**src/rtl/div_pipe_sr.sv**
```systemverilog
// rtl/div_pipe_sr.sv - fully pipelined restoring divider with valid/ready, tag, dz/ovf flags.
// Optional macro DIV_PIPE_SKID_EN adds a 2-entry output skid buffer with a registered s_ready_o.
module div_pipe_sr #(
  parameter int DWA    = 32,
  parameter int DWB    = 32,
  parameter int N_PIPE = 8,
  parameter int TW     = 4
) (
  input  logic           clk_i,
  input  logic           rst_ni,
  input  logic           s_valid_i,
  output logic           s_ready_o,
  input  logic           s_signed_i,
  input  logic [DWA-1:0] s_a_i,
  input  logic [DWB-1:0] s_b_i,
  input  logic [TW-1:0]  s_tag_i,
  output logic           m_valid_o,
  input  logic           m_ready_i,
  output logic [DWA-1:0] m_quot_o,
  output logic [DWB-1:0] m_rem_o,
  output logic [TW-1:0]  m_tag_o,
  output logic           m_dz_o,
  output logic           m_ovf_o
);

  localparam int BPS = DWA / N_PIPE;
  localparam int W   = DWA + DWB;

  if ((DWA % N_PIPE) != 0) begin : g_bad_cfg
    $error("div_pipe_sr: DWA must be a multiple of N_PIPE");
  end

  logic [N_PIPE:0] vld_q, vld_d, sq_q, sq_d, sr_q, sr_d, dz_q, dz_d, ovf_q, ovf_d;
  logic [DWA-1:0]  rem_q [0:N_PIPE];
  logic [DWA-1:0]  rem_d [0:N_PIPE];
  logic [DWA-1:0]  quo_q [0:N_PIPE];
  logic [DWA-1:0]  quo_d [0:N_PIPE];
  logic [DWB-1:0]  bmg_q [0:N_PIPE];
  logic [DWB-1:0]  bmg_d [0:N_PIPE];
  logic [TW-1:0]   tag_q [0:N_PIPE];
  logic [TW-1:0]   tag_d [0:N_PIPE];
  logic            adv;
  logic            a_neg, b_neg;
  logic [DWA-1:0]  quot_c;
  logic [DWB-1:0]  rem_mag, rem_c;

  assign a_neg = s_signed_i & s_a_i[DWA-1];
  assign b_neg = s_signed_i & s_b_i[DWB-1];

  always_comb begin
    logic [W-1:0]   r;
    logic [W-1:0]   t;
    logic [DWA-1:0] q;
    r = '0;
    t = '0;
    q = '0;
    vld_d = {vld_q[N_PIPE-1:0], s_valid_i};
    sq_d  = {sq_q[N_PIPE-1:0], a_neg ^ b_neg};
    sr_d  = {sr_q[N_PIPE-1:0], a_neg};
    dz_d  = {dz_q[N_PIPE-1:0], s_b_i == '0};
    ovf_d = {ovf_q[N_PIPE-1:0],
             s_signed_i & (s_a_i == {1'b1, {(DWA-1){1'b0}}}) & (&s_b_i)};
    rem_d[0] = a_neg ? DWA'(0) - s_a_i : s_a_i;
    quo_d[0] = '0;
    bmg_d[0] = b_neg ? DWB'(0) - s_b_i : s_b_i;
    tag_d[0] = s_tag_i;
    for (int i = 1; i <= N_PIPE; i++) begin
      r = {{DWB{1'b0}}, rem_q[i-1]};
      q = quo_q[i-1];
      for (int s = 0; s < BPS; s++) begin
        t = {{DWA{1'b0}}, bmg_q[i-1]} << (DWA - 1 - (i-1)*BPS - s);
        if (r >= t) begin
          r = r - t;
          q = q | (DWA'(1) << (DWA - 1 - (i-1)*BPS - s));
        end
      end
      rem_d[i] = r[DWA-1:0];
      quo_d[i] = q;
      bmg_d[i] = bmg_q[i-1];
      tag_d[i] = tag_q[i-1];
    end
  end

  always_ff @(posedge clk_i) begin
    if (!rst_ni) begin
      vld_q <= '0;
      sq_q  <= '0;
      sr_q  <= '0;
      dz_q  <= '0;
      ovf_q <= '0;
      for (int i = 0; i <= N_PIPE; i++) begin
        rem_q[i] <= '0;
        quo_q[i] <= '0;
        bmg_q[i] <= '0;
        tag_q[i] <= '0;
      end
    end else if (adv) begin
      vld_q <= vld_d;
      sq_q  <= sq_d;
      sr_q  <= sr_d;
      dz_q  <= dz_d;
      ovf_q <= ovf_d;
      for (int i = 0; i <= N_PIPE; i++) begin
        rem_q[i] <= rem_d[i];
        quo_q[i] <= quo_d[i];
        bmg_q[i] <= bmg_d[i];
        tag_q[i] <= tag_d[i];
      end
    end
  end

  // With |B| = 0 every step subtracts zero, so the remainder is |A| and the
  // sign fix-up turns it back into raw A; overflow also falls out naturally.
  assign rem_mag = rem_q[N_PIPE][DWB-1:0];
  assign quot_c  = dz_q[N_PIPE] ? '1 : (sq_q[N_PIPE] ? DWA'(0) - quo_q[N_PIPE] : quo_q[N_PIPE]);
  assign rem_c   = sr_q[N_PIPE] ? DWB'(0) - rem_mag : rem_mag;

`ifdef DIV_PIPE_SKID_EN
  localparam int OW = DWA + DWB + TW + 2;

  logic [OW-1:0] res_w, out_w;
  logic [OW-1:0] skid_q [0:1];
  logic          wr_q, rd_q, empty, push, pop;
  logic [1:0]    cnt_q;

  assign res_w     = {quot_c, rem_c, tag_q[N_PIPE], dz_q[N_PIPE], ovf_q[N_PIPE]};
  assign empty     = cnt_q == 2'd0;
  assign adv       = cnt_q != 2'd2;
  assign s_ready_o = adv;
  assign pop       = ~empty & m_ready_i;
  // Last stage bypasses the buffer only when it is empty and downstream takes it.
  assign push      = adv & vld_q[N_PIPE] & ~(empty & m_ready_i);
  assign m_valid_o = empty ? vld_q[N_PIPE] : 1'b1;
  assign out_w     = empty ? res_w : skid_q[rd_q];
  assign {m_quot_o, m_rem_o, m_tag_o, m_dz_o, m_ovf_o} = out_w;

  always_ff @(posedge clk_i) begin
    if (!rst_ni) begin
      cnt_q     <= '0;
      wr_q      <= 1'b0;
      rd_q      <= 1'b0;
      skid_q[0] <= '0;
      skid_q[1] <= '0;
    end else begin
      if (push) begin
        skid_q[wr_q] <= res_w;
        wr_q         <= ~wr_q;
      end
      if (pop) rd_q <= ~rd_q;
      cnt_q <= cnt_q + {1'b0, push} - {1'b0, pop};
    end
  end
`else
  assign m_valid_o = vld_q[N_PIPE];
  assign adv       = ~(m_valid_o & ~m_ready_i);
  assign s_ready_o = adv;
  assign m_quot_o  = quot_c;
  assign m_rem_o   = rem_c;
  assign m_tag_o   = tag_q[N_PIPE];
  assign m_dz_o    = dz_q[N_PIPE];
  assign m_ovf_o   = ovf_q[N_PIPE];
`endif

endmodule

```
**config.mk**
```make
export PLATFORM = sky130hd
export DESIGN_NAME = div_pipe_sr
export DESIGN_NICKNAME = d
export VERILOG_FILES = /design/src/rtl/div_pipe_sr.sv
export SDC_FILE = /design/constraint.sdc
export NUM_CORES = 2
export LEC_CHECK = 0
export ABC_AREA = 1
export ABC_CLOCK_PERIOD_IN_PS = 28500
export CELL_PAD_IN_SITES_DETAIL_PLACEMENT = 1
export CELL_PAD_IN_SITES_GLOBAL_PLACEMENT = 1
export CORE_UTILIZATION = 44
export CTS_BUF_LIST = sky130_fd_sc_hd__clkbuf_8
export DETAILED_ROUTE_END_ITERATION = 10
export HOLD_SLACK_MARGIN = 0.1
export PLACE_DENSITY_LB_ADDON = 0.15
export SKIP_CTS_REPAIR_TIMING = 1
export SYNTH_ARGS = -nofsm -noshare
export SYNTH_HDL_FRONTEND = slang
export SYNTH_SLANG_ARGS = --single-unit
```
**constraint.sdc**
```tcl
create_clock -name clk_i -period 28.5 [get_ports clk_i]
set_clock_uncertainty 0.05 [all_clocks]
set_input_delay 5.7 -clock clk_i [delete_from_list [all_inputs] [get_ports clk_i]]
set_output_delay 5.7 -clock clk_i [all_outputs]
set_load 0.005 [all_outputs]
```
==> impl_metrics.yaml <==
sta:
  finalCritPeriodShare: 0.491
  rsz0062_at_grt: "no"
  setup-violations-final: 0
  slew_viol_final: 0
  fin_setup_tns_ns: 0
  worst_pin_slew_ns: 1.20
  fmax_ghz: 0.0715
  slew-limit-headroom: 0.193
  fin_crit_ns: 13.99
  hold_violations: 0
placement:
  gp_congestion: 0.967
  io_buffers: 144
  placed_cells: 14806
  dpl.hpwl_mm: 262
yosys:
  ys_seq_elements: 769
  synth-async-reset-ratio: 0
  synth_commonest_cells: "2446 x nand2_1, 1849 x inv_1, 1632 x nor2_1"
  synth.top_cell.area_share: 0.255
  yosysWarnings: 0
  netlist_instances: 12344
  syn_area_um2: 85200
  synth_edf_count: 724
  synthTopCellsByArea: "edfxtp_1 26%, ha_1 13%, nand2_1 11%"
  yosysTopAreaCell: "edfxtp_1"
  synth_cell_types: 79
  syn_nets: 13342
  synth_flop_cell: "edfxtp_1"
  avgSynthCellArea_um2: 6.91
  yosysMostFrequentCell: "nand2_1"
  yosysSeqAreaShare: 0.266
final_layout:
  n_fill_cell: 25204
  final_nets: 13428
  layout-drive-gt1-share: 0.0367
  fin_cells: 15071
  area_growth_syn_to_layout_pct: 7.90
  fin_util: 0.478
clocking:
  cts_tree: "yes"
  cts_buffers: 148
  clock_sinks: 769
  ctsRootBufferMaster: "clkbuf_8"
  clkTransAtPathRegs_ns: 0.06
  clockBufferDepth: 3
  htree_levels: 4
  clkLatencyLatePin_ns: 0.96
critical_path:
  crit_path_start_kind: "flop"
  slowest_delay_ns: 0.74
  endpoint_kind: "flop"
  crit_slowest_cell: "nor2_4"
  worstPathMaxFanout: 53
  critical_path_class: "reg -> reg"
  cpMostUsedCell: "nand2_1"
  crit_arrival_ns: 14.63
  cp.required_ns: 29.14
global_routing:
  antenna_found_initial: 6
  grt_pass1_vias: 86775
  grt_usage: 0.316
  overflow: 0
  grt_start_max_net_pins: 178
  grt_pass1_wl_mm: 491
route:
  drc: 0
  routed_wl_mm: 316
  via_per_inst: 5.61
  drtAntennaViolNets: 0
  drt_iter0_markers: 5086
  drt-pass1-iter-count: 5
  num_vias: 84485
  routedWlPerCell_um: 21.0
floorplanning:
  initial_core_util: 0.443
  ios: 145
  die_w_um: 442
  die_y_um: 442
  core_um2: 193000
  num_rows: 161
  die_area_um2: 196000
hold_path:
  hp-class: "reg -> reg"
run:
  maxCapViolations: 0
run_status:
  status: "completed"
## layout make-up
class	instances	area, µm²	area share
Timing Repair Buffer	202	1890	0.0205
Inverter	1870	7030	0.0764
Clock buffer	154	2120	0.0230
Sequential cell	769	22600	0.246
Antenna cell	2	5.00	0.0000544
Tap cell	2526	3160	0.0344
Clock inverter	109	713	0.00775
Multi-Input combinational cell	9439	54400	0.592
## per-layer routing
layer / track usage / wire, µm
met5: 0.00708 / 192
met4: 0.130 / 13000
met3: 0.0376 / 13400
met2: 0.525 / 146000
met1: 0.414 / 144000
## layout by cell type (no fill, tap or decap), types with 154 or more instances in the layout
master / count
a21oi_1: 1081
clkbuf_8: 154
edfxtp_1: 724
ha_1: 894
inv_1: 1892
nand2_1: 2445
nand3_1: 395
nand4_1: 201
nor2_1: 1629
nor3_1: 222
o21ai_0: 954
xnor2_1: 337
xor2_1: 413
## cell families (layout without fill, tap and decap cells)
logic type / Yosys count / after routing / share of synthesized area
AO/OA/AOI/OAI: 2562 / 2562 / 0.166
XOR/XNOR: 751 / 751 / 0.0772
adder cells (fa/ha/maj): 925 / 925 / 0.138
buffers and inverters: 2136 / 2335 / 0.0964
flip-flops: 769 / 769 / 0.266
multiplexers: 3 / 3 / 0.000352
other: 0 / 2 / 0
AND/OR/NAND/NOR: 5198 / 5198 / 0.256
## metrics by stage
step	cell area, µm²	setup slack [ns]	hold slack, ns
final	92000	14.51	0.421
after global routing	92000	13.16	0.448
after CTS	92000	14.76	0.423
after detailed placement	89100	14.82	0.415
after global placement	89100	15.29	0.403
after floorplan	85200	0.553	0.394
## state kept, by name, summed over array words and instances, names as in the netlist
| register | flops |
|---|---|
| bmg_q | 256 |
| dz_q | 9 |
| ovf_q | 9 |
| quo_q | 144 |
| rem_q | 288 |
| sq_q | 9 |
| sr_q | 9 |
| tag_q | 36 |
| vld_q | 9 |
## path summary, 6_finish.rpt
kind / startpoint / end / slack (ns) / cells after the start
max: bmg_q[0][174] / rem_q[3][10] / 14.51 / 66
min: vld_q[2] / vld_q[3] / 0.42 / 2
max reg2reg: bmg_q[0][174] / rem_q[3][10] / 14.51 / 66
min reg2reg: vld_q[2] / vld_q[3] / 0.42 / 2
## worst max-delay path: cells and delay by family (launching register included)
family | cells | cell delay [ns]
adders and majority gates | 4 | 1.75
DFF | 1 | 0.32
buffers and inverters | 10 | 2.29
and+or+nand+nor | 43 | 7.53
AOI/OAI and AO/OA | 9 | 1.64
Power is left out: the tool's default activity adds up to more than one toggle a clock period on the data nets, which glitch-free logic cannot reach.
